===== src/rtl/dmem_access_controller_pkg.sv =====
// rtl/dmem_access_controller_pkg.sv - shared constants, FSM encoding and access-size helper for the data-memory master
package dmem_access_controller_pkg;

  // Access size/sign codes carried on mem_funct3
  localparam logic [2:0] F3_B  = 3'b000;
  localparam logic [2:0] F3_H  = 3'b001;
  localparam logic [2:0] F3_W  = 3'b010;
  localparam logic [2:0] F3_BU = 3'b100;
  localparam logic [2:0] F3_HU = 3'b101;

  localparam int DEF_TIMEOUT_CYCLES = 255;

  typedef enum logic [1:0] {
    S_IDLE = 2'd0,
    S_WAIT = 2'd1,
    S_DONE = 2'd2
  } state_e;

  typedef enum logic [1:0] {
    SZ_B = 2'd0,
    SZ_H = 2'd1,
    SZ_W = 2'd2
  } size_e;

  // Reserved funct3 codes fall through to a full-word access
  function automatic size_e f3_size(input logic [2:0] f3);
    case (f3)
      F3_B, F3_BU: return SZ_B;
      F3_H, F3_HU: return SZ_H;
      default:     return SZ_W;
    endcase
  endfunction

endpackage


===== src/rtl/dmem_access_controller_if.sv =====
// rtl/dmem_access_controller_if.sv - req/ack data-memory bus between the MEM-stage master and memory
interface dmem_access_controller_if #(
  parameter int ADDR_W = 32
);
  logic              bus_req;
  logic              bus_we;
  logic [ADDR_W-1:0] bus_addr;
  logic [31:0]       bus_wdata;
  logic [3:0]        bus_wstrb;
  logic              bus_error;
  logic              bus_ack;
  logic [31:0]       bus_rdata;

  modport master (
    output bus_req, bus_we, bus_addr, bus_wdata, bus_wstrb, bus_error,
    input  bus_ack, bus_rdata
  );

  modport slave (
    input  bus_req, bus_we, bus_addr, bus_wdata, bus_wstrb, bus_error,
    output bus_ack, bus_rdata
  );
endinterface


===== src/rtl/dmem_lane_align.sv =====
// rtl/dmem_lane_align.sv - combinational store lane replication, load extraction/extension and misalignment detect
module dmem_lane_align
  import dmem_access_controller_pkg::*;
(
  input  logic [2:0]  req_funct3,
  input  logic [1:0]  req_off,
  input  logic [31:0] req_wdata,
  output logic [31:0] st_wdata,
  output logic [3:0]  st_wstrb,
  output logic        misaligned,
  input  logic [2:0]  ld_funct3,
  input  logic [1:0]  ld_off,
  input  logic [31:0] ld_rdata,
  output logic [31:0] ld_data
);

  logic [31:0] ld_shift;

  // Store side: replicate the datum into every lane and enable only the addressed bytes
  always_comb begin
    st_wstrb   = 4'b1111;
    st_wdata   = req_wdata;
    misaligned = 1'b0;
    case (f3_size(req_funct3))
      SZ_B: begin
        st_wstrb = 4'b0001 << req_off;
        st_wdata = {4{req_wdata[7:0]}};
      end
      SZ_H: begin
        st_wstrb   = 4'b0011 << req_off;
        st_wdata   = {2{req_wdata[15:0]}};
        misaligned = req_off[0];
      end
      default: begin
        misaligned = (req_off != 2'b00);
      end
    endcase
  end

  // Load side: bring the addressed lane down to bit 0, then sign- or zero-extend
  always_comb begin
    ld_shift = ld_rdata >> {ld_off, 3'b000};
    case (f3_size(ld_funct3))
      SZ_B:    ld_data = ld_funct3[2] ? {24'b0, ld_shift[7:0]}
                                      : {{24{ld_shift[7]}}, ld_shift[7:0]};
      SZ_H:    ld_data = ld_funct3[2] ? {16'b0, ld_shift[15:0]}
                                      : {{16{ld_shift[15]}}, ld_shift[15:0]};
      default: ld_data = ld_shift;
    endcase
  end

endmodule


===== src/rtl/dmem_access_controller.sv =====
// rtl/dmem_access_controller.sv - MEM-stage data-memory master (optional bus timeout via BUS_TIMEOUT_EN)
module dmem_access_controller
  import dmem_access_controller_pkg::*;
#(
  parameter int ADDR_W         = 32,
  parameter int TIMEOUT_CYCLES = DEF_TIMEOUT_CYCLES
) (
  input  logic              clk,
  input  logic              rst_n,
  input  logic              mem_read,
  input  logic              mem_write,
  input  logic [2:0]        mem_funct3,
  input  logic [ADDR_W-1:0] mem_addr,
  input  logic [31:0]       mem_wdata,
  output logic [31:0]       mem_rdata,
  output logic              memory_busy,
  output logic              misaligned,
  dmem_access_controller_if.master bus
);

  state_e            state_q, state_d;
  logic              bus_req_q, bus_req_d;
  logic              bus_we_q, bus_we_d;
  logic [ADDR_W-1:0] bus_addr_q, bus_addr_d;
  logic [31:0]       bus_wdata_q, bus_wdata_d;
  logic [3:0]        bus_wstrb_q, bus_wstrb_d;
  logic [31:0]       mem_rdata_q, mem_rdata_d;
  // Load shape is latched so pipeline input changes during WAIT cannot corrupt extraction
  logic [2:0]        ld_funct3_q, ld_funct3_d;
  logic [1:0]        ld_off_q, ld_off_d;

  logic [31:0]       st_wdata;
  logic [3:0]        st_wstrb;
  logic              mis_raw;
  logic [31:0]       ld_data;
  logic              req_any;
  logic              req_valid;

`ifdef BUS_TIMEOUT_EN
  localparam int CNT_W = (TIMEOUT_CYCLES > 255) ? $clog2(TIMEOUT_CYCLES + 1) : 8;
  logic [CNT_W-1:0]  cnt_q, cnt_d;
  logic              bus_error_q, bus_error_d;
`endif

  dmem_lane_align u_lane_align (
    .req_funct3 (mem_funct3),
    .req_off    (mem_addr[1:0]),
    .req_wdata  (mem_wdata),
    .st_wdata   (st_wdata),
    .st_wstrb   (st_wstrb),
    .misaligned (mis_raw),
    .ld_funct3  (ld_funct3_q),
    .ld_off     (ld_off_q),
    .ld_rdata   (bus.bus_rdata),
    .ld_data    (ld_data)
  );

  assign req_any     = mem_read | mem_write;
  assign misaligned  = req_any & mis_raw;
  assign req_valid   = req_any & ~mis_raw;
  assign memory_busy = ((state_q == S_IDLE) & req_valid) | (state_q == S_WAIT);

  assign mem_rdata     = mem_rdata_q;
  assign bus.bus_req   = bus_req_q;
  assign bus.bus_we    = bus_we_q;
  assign bus.bus_addr  = bus_addr_q;
  assign bus.bus_wdata = bus_wdata_q;
  assign bus.bus_wstrb = bus_wstrb_q;

`ifdef BUS_TIMEOUT_EN
  assign bus.bus_error = bus_error_q;
`else
  logic unused_timeout;
  assign unused_timeout = (TIMEOUT_CYCLES != 0);
  assign bus.bus_error  = 1'b0;
`endif

  // Next-state and registered-output logic for the IDLE/WAIT/DONE transaction FSM
  always_comb begin
    state_d     = state_q;
    bus_req_d   = bus_req_q;
    bus_we_d    = bus_we_q;
    bus_addr_d  = bus_addr_q;
    bus_wdata_d = bus_wdata_q;
    bus_wstrb_d = bus_wstrb_q;
    mem_rdata_d = mem_rdata_q;
    ld_funct3_d = ld_funct3_q;
    ld_off_d    = ld_off_q;
`ifdef BUS_TIMEOUT_EN
    cnt_d       = cnt_q;
    bus_error_d = 1'b0;
`endif
    case (state_q)
      S_IDLE: begin
        if (req_valid) begin
          state_d     = S_WAIT;
          bus_req_d   = 1'b1;
          bus_we_d    = ~mem_read;  // a simultaneous read takes priority
          bus_addr_d  = {mem_addr[ADDR_W-1:2], 2'b00};
          bus_wdata_d = st_wdata;
          bus_wstrb_d = mem_read ? 4'b0000 : st_wstrb;
          ld_funct3_d = mem_funct3;
          ld_off_d    = mem_addr[1:0];
`ifdef BUS_TIMEOUT_EN
          cnt_d       = '0;
`endif
        end
      end
      S_WAIT: begin
        if (bus.bus_ack) begin
          state_d   = S_DONE;
          bus_req_d = 1'b0;
          if (!bus_we_q) begin
            mem_rdata_d = ld_data;
          end
        end
`ifdef BUS_TIMEOUT_EN
        else if (cnt_q == CNT_W'(TIMEOUT_CYCLES - 1)) begin
          state_d     = S_DONE;
          bus_req_d   = 1'b0;
          bus_error_d = 1'b1;
          mem_rdata_d = '0;
        end else begin
          cnt_d = cnt_q + 1'b1;
        end
`endif
      end
      S_DONE: begin
        state_d = S_IDLE;
      end
      default: begin
        state_d   = S_IDLE;
        bus_req_d = 1'b0;
      end
    endcase
  end

  // State and bus-field registers; reset aborts any transaction in flight
  always_ff @(posedge clk or negedge rst_n) begin
    if (!rst_n) begin
      state_q     <= S_IDLE;
      bus_req_q   <= 1'b0;
      bus_we_q    <= 1'b0;
      bus_addr_q  <= '0;
      bus_wdata_q <= '0;
      bus_wstrb_q <= '0;
      mem_rdata_q <= '0;
      ld_funct3_q <= '0;
      ld_off_q    <= '0;
    end else begin
      state_q     <= state_d;
      bus_req_q   <= bus_req_d;
      bus_we_q    <= bus_we_d;
      bus_addr_q  <= bus_addr_d;
      bus_wdata_q <= bus_wdata_d;
      bus_wstrb_q <= bus_wstrb_d;
      mem_rdata_q <= mem_rdata_d;
      ld_funct3_q <= ld_funct3_d;
      ld_off_q    <= ld_off_d;
    end
  end

`ifdef BUS_TIMEOUT_EN
  // Wait-cycle counter and single-cycle abort pulse
  always_ff @(posedge clk or negedge rst_n) begin
    if (!rst_n) begin
      cnt_q       <= '0;
      bus_error_q <= 1'b0;
    end else begin
      cnt_q       <= cnt_d;
      bus_error_q <= bus_error_d;
    end
  end
`endif

endmodule


===== src/flat_wrapper.sv =====
// flat-port wrapper written by rule: the top's interface ports become plain ports
module dmem_access_controller_flat import dmem_access_controller_pkg::*;
#(
  parameter int ADDR_W         = 32,
  parameter int TIMEOUT_CYCLES = DEF_TIMEOUT_CYCLES
)
  (clk, rst_n, mem_read, mem_write, mem_funct3, mem_addr, mem_wdata, mem_rdata, memory_busy, misaligned, bus_bus_req, bus_bus_we, bus_bus_addr, bus_bus_wdata, bus_bus_wstrb, bus_bus_error, bus_bus_ack, bus_bus_rdata);
  dmem_access_controller_if #(.ADDR_W(ADDR_W)) bus_i ();
  input  logic clk;
  input  logic rst_n;
  input  logic mem_read;
  input  logic mem_write;
  input  logic [2:0] mem_funct3;
  input  logic [ADDR_W-1:0] mem_addr;
  input  logic [31:0] mem_wdata;
  output logic [31:0] mem_rdata;
  output logic memory_busy;
  output logic misaligned;
  output wire logic [$bits(bus_i.bus_req)-1:0] bus_bus_req;
  output wire logic [$bits(bus_i.bus_we)-1:0] bus_bus_we;
  output wire logic [$bits(bus_i.bus_addr)-1:0] bus_bus_addr;
  output wire logic [$bits(bus_i.bus_wdata)-1:0] bus_bus_wdata;
  output wire logic [$bits(bus_i.bus_wstrb)-1:0] bus_bus_wstrb;
  output wire logic [$bits(bus_i.bus_error)-1:0] bus_bus_error;
  input wire logic [$bits(bus_i.bus_ack)-1:0] bus_bus_ack;
  input wire logic [$bits(bus_i.bus_rdata)-1:0] bus_bus_rdata;
  assign bus_bus_req = bus_i.bus_req;
  assign bus_bus_we = bus_i.bus_we;
  assign bus_bus_addr = bus_i.bus_addr;
  assign bus_bus_wdata = bus_i.bus_wdata;
  assign bus_bus_wstrb = bus_i.bus_wstrb;
  assign bus_bus_error = bus_i.bus_error;
  assign bus_i.bus_ack = bus_bus_ack;
  assign bus_i.bus_rdata = bus_bus_rdata;
  dmem_access_controller #(.ADDR_W(ADDR_W), .TIMEOUT_CYCLES(TIMEOUT_CYCLES)) u_core (.clk(clk), .rst_n(rst_n), .mem_read(mem_read), .mem_write(mem_write), .mem_funct3(mem_funct3), .mem_addr(mem_addr), .mem_wdata(mem_wdata), .mem_rdata(mem_rdata), .memory_busy(memory_busy), .misaligned(misaligned), .bus(bus_i));
endmodule

===== config.mk =====
export PLATFORM = sky130hd
export DESIGN_NAME = dmem_access_controller_flat
export DESIGN_NICKNAME = d
export VERILOG_FILES = /design/src/rtl/dmem_access_controller_pkg.sv /design/src/rtl/dmem_access_controller_if.sv /design/src/rtl/dmem_lane_align.sv /design/src/rtl/dmem_access_controller.sv /design/src/flat_wrapper.sv
export SDC_FILE = /design/constraint.sdc
export NUM_CORES = 1
export LEC_CHECK = 0
export ABC_AREA = 1
export CORE_MARGIN = 2
export CORE_UTILIZATION = 30
export CTS_CLUSTER_DIAMETER = 200
export DETAILED_ROUTE_END_ITERATION = 12
export MAX_ROUTING_LAYER = met4
export PLACE_DENSITY = 0.7
export SKIP_CTS_REPAIR_TIMING = 1
export SLEW_MARGIN = 20
export SYNTH_ARGS = -nofsm -noshare
export SYNTH_HDL_FRONTEND = slang
export SYNTH_SLANG_ARGS = --single-unit
export TNS_END_PERCENT = 10

===== constraint.sdc =====
create_clock -name clk -period 1.6 [get_ports clk]
set_clock_uncertainty 0.1 [all_clocks]
set_input_delay 0.32 -clock clk [delete_from_list [all_inputs] [get_ports clk]]
set_output_delay 0.32 -clock clk [all_outputs]
set_load 0.01 [all_outputs]

==> run_results.csv <==
group,metric,value,unit
critical_path,rrSetupSlack,0.03,ns
floorplanning,ios,209,
placed_design,gp_congestion,0.9199,
clocking,path_clk_slew,0.07,ns
yosys,ys_seq_area_share,51.43,%
floorplanning,start_util,30.42,%
floorplanning,rows,48,
placed_design,place_ws,-0.6794,ns
finish,multi_input_area,0.002208,mm²
yosys,ys_types,22,
global_routing,grt_first_pass_wirelength,25500,µm
critical_path,critical_path_class,"register to output port",
global_routing,antenna_found_initial,0,
sta,setup_ws,-0.1819,ns
drt,drt_first_pass_iters,5,
drt,routed-via-count,5252,
critical_path,required,1.18,ns
floorplanning,dieHeight,135.7,µm
drt,drtIter0Drc,319,
critical_path,crit_path_end_kind,"output port",
drt,wire_per_inst,15.08,µm
finish,fin_area,0.008488,mm²
clocking,root_buffer,"clkbuf_16",
sta,max_freq,561.2,MHz
critical_path,crit_path_top_delay_cell,"dfrtp_1",
yosys,synth_area_leaders,"dfrtp_1 51%, nand2_1 23%, nand3_1 5.3%, o21ai_0 4.1%, inv_1 3.1%",
placed_design,placed_area,0.007751,mm²
yosys,synth_top_area_share,51.43,%
clocking,h-tree-depth,3,
critical_path,crit_fanout,3,
drt,drtAntennaViolNets,0,
global_routing,grt_max_degree,71,
hold_path,holdCritPathClass,"input port to register",
yosys,syn_area_per_cell,7.491,µm²
critical_path,slowest_delay,0.45,ns
finish,final_cell_mix,"313 x nand2_1, 107 x dfrtp_1, 106 x dlymetal6s2s_1, 96 x clkdlybuf4s50_1, 54 x nand3_1",
drt,routed_wl,17280,µm
drt,via_per_inst,4.583,
power,p_per_area,1602,mW/mm²
yosys,yosys.area.top_type,"dfrtp_1",
drt,drc_errors,0,
sta,finalHoldViolations,0,
clocking,cts_sinks,107,
clocking,worstSkewPairLatency,0.35,ns
floorplanning,die_x,135.7,µm
floorplanning,core_area,0.01712,mm²
global_routing,grt_pass1_vias,4806,
flow_run,cap_viol_max_count,0,
placed_design,io_buffers,205,
clocking,tritoncts,"built",
finish,fillers,1610,
finish,layout_commonest_cell,"nand2_1",
finish,register_area,0.002678,mm²
floorplanning,die-area,0.01842,mm²
global_routing,grt_use_total,18.42,%
yosys,netlist_area,0.005206,mm²
critical_path,crit_family,"simple AND/OR/NAND/NOR gates",
placed_design,hpwl,12360,µm
global_routing,grt_overflow,0,
sta,worst_pin_slew,0.5234,ns
clocking,cts_max_path_buffers,2,
sta,finalSetupViolations,1,
finish,antenna_cells_inserted,0,
clocking,numCtsBuffers,9,
sta,post-route-min-period,1.782,ns
finish,nNetsFinal,1020,
critical_path,crit_buf_inv,1,
sta,slew_headroom,64.98,%
power,ir_drop,0.7600,mV
yosys,synth_cells,695,
critical_path,critPathLaunchType,"register",
outcome,violations,"setup timing",
sta,period_share,111.4,%
critical_path,crit_top_cell,"nand2_2",
critical_path,cp.arrival,1.36,ns
critical_path,path_cells,"nor3_2 > nand2_2 > nand2_2 > buf_6",
finish,drive_gt1_share,10.97,%
yosys,ys_warn_count,0,
sta,hold_ws,0.2569,ns
power,p_leak,0.005215,µW
yosys,synth-seq-cells,107,
sta,drv_slew,0,
sta,rsz0062_at_grt,"yes",
outcome,status,"finished, violations left",
finish,area_growth,63.04,%
==> worst register-to-register path, cell delays in order (launching register included) <==
cell and delay (ns):
dfrtp_1 0.45, nor3_2 0.27, nand2_2 0.12, buf_4 0.18, buf_12 0.19, nand2_1 0.07
o21ai_0 0.08
==> registers in the layout, summed over array words and instances, names as in the netlist <==
register              count
u_core.bus.bus_addr      30
u_core.bus.bus_req        1
u_core.bus.bus_wdata     32
u_core.bus.bus_we         1
u_core.bus.bus_wstrb      4
u_core.ld_funct3_q        3
u_core.ld_off_q           2
u_core.mem_rdata         32
u_core.state_q            2
==> Yosys cell counts <==
cell type,count
o21ai_0,43
buf_4,8
nor2_2,1
buf_6,1
nand2_1,317
nand2_2,2
o211ai_1,7
clkinv_1,1
nand4_2,1
buf_2,19
a21oi_1,20
or2_2,23
nor2_1,29
nor3_2,1
nand3_1,55
o21a_1,1
clkbuf_1,13
inv_1,43
conb_1,1
or2_1,1
inv_2,1
dfrtp_1,107
==> power breakdown <==
part	switching, µW	internal (µW)	leakage [µW]
Sequential	709	3900	0.00131
Clock	1100	1240	0.000153
Combinational	3260	3380	0.00375
Total	5070	8530	0.00522
==> area by class of cell <==
type / count / area share (%)
flip-flops and latches: 107 / 31.54
repair buffers: 249 / 33.52
inverters: 45 / 1.990
clock inverters: 7 / 0.9581
multi-input cells: 504 / 26.02
well taps: 225 / 3.317
clock buffers: 9 / 2.653
==> path summary, 6_finish.rpt <==
| kind | depth (start not counted) | end | from |
|---|---|---|---|
| setup / recovery | 4 | memory_busy | u_core.state_q[1] |
| hold / removal | 3 | u_core.bus.bus_we | mem_read |
| setup reg to reg | 6 | u_core.ld_funct3_q[1] | u_core.state_q[1] |
| hold reg to reg | 2 | u_core.bus.bus_addr[15] | u_core.bus.bus_addr[15] |
| max in group asynchronous | 3 | u_core.mem_rdata[8] | rst_n |
| min in group asynchronous | 3 | u_core.mem_rdata[17] | rst_n |
==> cell families (layout without fill, tap and decap cells) <==
kind of cell | after synthesis | count (layout) | share of synthesized area (%)
and+or+nand+nor | 430 | 430 | 33.91
DFF | 107 | 107 | 51.43
buffers and inverters | 86 | 310 | 7.378
AOI/OAI and AO/OA | 71 | 71 | 7.210
other | 1 | 3 | 0.07203
==> stage by stage <==
stage          util, %  TNS (ns)  std cells  power, µW
4_1_cts          47.08    -16.82       1141      13830
6_report         49.59   -0.1819       1146      13600
5_1_grt          49.59   -0.9103       1146      14580
2_1_floorplan        -         0        697       7652
3_5_place_dp     45.29    -41.37       1125      11420
3_3_place_gp     45.29    -38.25       1125      11330
==> routing by layer <==
layer / vias up / wire length [µm] / GRT usage [%]
li1: 2607 / - / -
met1: 2413 / 7611 / 25.29
met2: 221 / 7918 / 27.69
met3: 11 / 1602 / 4.415
met4: 0 / 150 / 4.109
met5: - / 0 / -
No activity file was read; power rests on OpenSTA's default activity.
==> patch, RTL diff (same settings) <==
Add a define of `BUS_TIMEOUT_EN`.
--- a/src/rtl/dmem_access_controller.sv
+++ b/src/rtl/dmem_access_controller.sv
@@ -1,3 +1,5 @@
 // rtl/dmem_access_controller.sv - MEM-stage data-memory master (optional bus timeout via BUS_TIMEOUT_EN)
+`define BUS_TIMEOUT_EN
+
 module dmem_access_controller
   import dmem_access_controller_pkg::*;
Function: same outputs for any inputs over 4 cycles, from zero or initial values and one cycle with rst_n low; that may be too few to reach the edited logic, so the function may still have changed.
==> patch against the unedited design <==
The flow still finishes with violations (setup timing). Area after synthesis is 10% higher. Wire length up 5.3%. Core utilization decreased by 0.091 points. Power increased by 16%. Count of clock-buffer cells in the layout up 10. Sequential cell count rose by 9. Setup slack improved by 6.5 ps. Cell area up 9.4%.
==> patch: results <==
<?xml version="1.0" encoding="UTF-8"?>
<metrics>
  <group name="sta">
    <metric name="finalSetupViolCount" unit="">2</metric>
    <metric name="layout_setup_ws" unit="ps">-175</metric>
    <metric name="worst_pin_slew" unit="ps">548</metric>
  </group>
  <group name="global_route">
    <metric name="global_route.usage.met1" unit="%">22.8</metric>
    <metric name="first_global_vias" unit="">5508</metric>
    <metric name="gr-usage-met2" unit="%">28.4</metric>
    <metric name="grt_first_pass_wirelength" unit="mm">27.9</metric>
    <metric name="gr-usage-all-layers" unit="%">18.2</metric>
    <metric name="grt_start_max_net_pins" unit="">76</metric>
  </group>
  <group name="worst_setup_path">
    <metric name="cpMaxStageDelayCell" unit="">sky130_fd_sc_hd__clkdlybuf4s50_1</metric>
    <metric name="path_delay_family" unit="">buffers and inverters</metric>
    <metric name="critical_path.max_stage_delay" unit="ps">510</metric>
  </group>
  <group name="logic_synthesis">
    <metric name="synth_area_leaders" unit="">sky130_fd_sc_hd__dfrtp_1, sky130_fd_sc_hd__nand2_1, sky130_fd_sc_hd__nand3_1</metric>
    <metric name="synth_sequential_area_ratio" unit="%">50.5</metric>
    <metric name="ys_top_cells_by_count" unit="">sky130_fd_sc_hd__nand2_1, sky130_fd_sc_hd__dfrtp_1, sky130_fd_sc_hd__nand3_1</metric>
    <metric name="yosys.cell_types.count" unit="">28</metric>
  </group>
  <group name="layout">
    <metric name="finish.net_count" unit="">1097</metric>
    <metric name="post_route_cells_drive_above_1_share" unit="%">12.4</metric>
    <metric name="post_layout_nonfiller_instances" unit="">1238</metric>
  </group>
  <group name="cts">
    <metric name="cts-htree-levels" unit="">4</metric>
    <metric name="worstSkewPairLatency" unit="ps">410</metric>
    <metric name="cts-buffers-inserted" unit="">17</metric>
  </group>
  <group name="placed_design">
    <metric name="post-place-ws" unit="ps">-696</metric>
    <metric name="finalWeightedCongestion" unit="">0.859</metric>
    <metric name="dp.final_hpwl" unit="mm">12.7</metric>
  </group>
  <group name="status">
    <metric name="run_status" unit="">finished with violations</metric>
    <metric name="violations" unit="">setup timing</metric>
  </group>
  <group name="detailed_routing">
    <metric name="route.final.wire_length" unit="mm">18.2</metric>
    <metric name="drt_iter0_markers" unit="">301</metric>
    <metric name="drt-vias-per-instance" unit="">4.68</metric>
  </group>
  <group name="pwr">
    <metric name="cellLeakagePower" unit="nW">5.68</metric>
    <metric name="irDropWorstVdd" unit="mV">0.827</metric>
  </group>
</metrics>
==> patch: changes by cell type after synthesis, sizes merged, moves of 9 or more <==
cell,before,now
nand2,319,398
or2,24,0
inv,44,25
a21oi,20,35
o21ai,43,55
dfrtp,107,116
nor2,30,21
==> patch: per-stage QoR <==
step	setup TNS, ps	hold slack, ps	instance area [sq um]	power, mW	util [%]
2_1_floorplan	0	-75.6	5760	8.17	-
3_3_place_gp	-43940	295	8290	11.7	44.2
3_5_place_dp	-44760	289	8290	11.8	44.2
4_1_cts	-21790	-147	8930	16.0	47.6
5_1_grt	-943	334	9290	16.8	49.5
6_report	-326	342	9290	15.7	49.5
==> patch: cells by family after synthesis <==
family	share of synthesized area, %
AND/OR/NAND/NOR	33.7
flip-flops	50.5
AO/OA/AOI/OAI	8.16
buffers and inverters	6.74
XOR/XNOR	0.457
adder cells (fa/ha/maj)	0.435
other	0.0652
==> patch: path summary, 6_finish.rpt <==
kind / start / endpoint / slack (ps) / cells past startpoint
max: mem_funct3[0] / misaligned / -180 / 6
min: mem_addr[21] / u_core.bus.bus_addr[21] / 340 / 3
max reg2reg: u_core.cnt_q[0] / u_core.mem_rdata[0] / 40 / 10
min reg2reg: u_core.mem_rdata[13] / u_core.mem_rdata[13] / 360 / 2
max in group asynchronous: rst_n / u_core.mem_rdata[7] / 540 / 3
min in group asynchronous: rst_n / u_core.bus.bus_wdata[14] / 410 / 3
==> patch: power breakdown <==
| part | switching [mW] | internal, mW |
|---|---|---|
| Sequential | 0.647 | 4.14 |
| Clock | 1.47 | 2.68 |
| Combinational | 3.54 | 3.23 |
| Total | 5.66 | 10.0 |
==> patch: final cells by class <==
cell class	instances	area, sq um
well taps	234	293
clock buffers	19	443
repair buffers	257	2810
inverters	27	104
multi-input cells	572	2540
clock inverters	13	196
flip-flops and latches	116	2900
fillers	1776	9480
==> patch: routing by layer <==
metal / routed length, microns / vias up
met5: 0 / -
li1: - / 2864
met1: 7840 / 2680
met4: 274 / 0
met3: 1590 / 17
met2: 8500 / 238
==> patch: worst reg2reg max path: cells and delay by family (launching register included) <==
family          cells  cell delay, ps
simple gates        5             430
fa+ha+maj           1             140
buf+inv             3             290
flops               1             380
compound gates      1              90
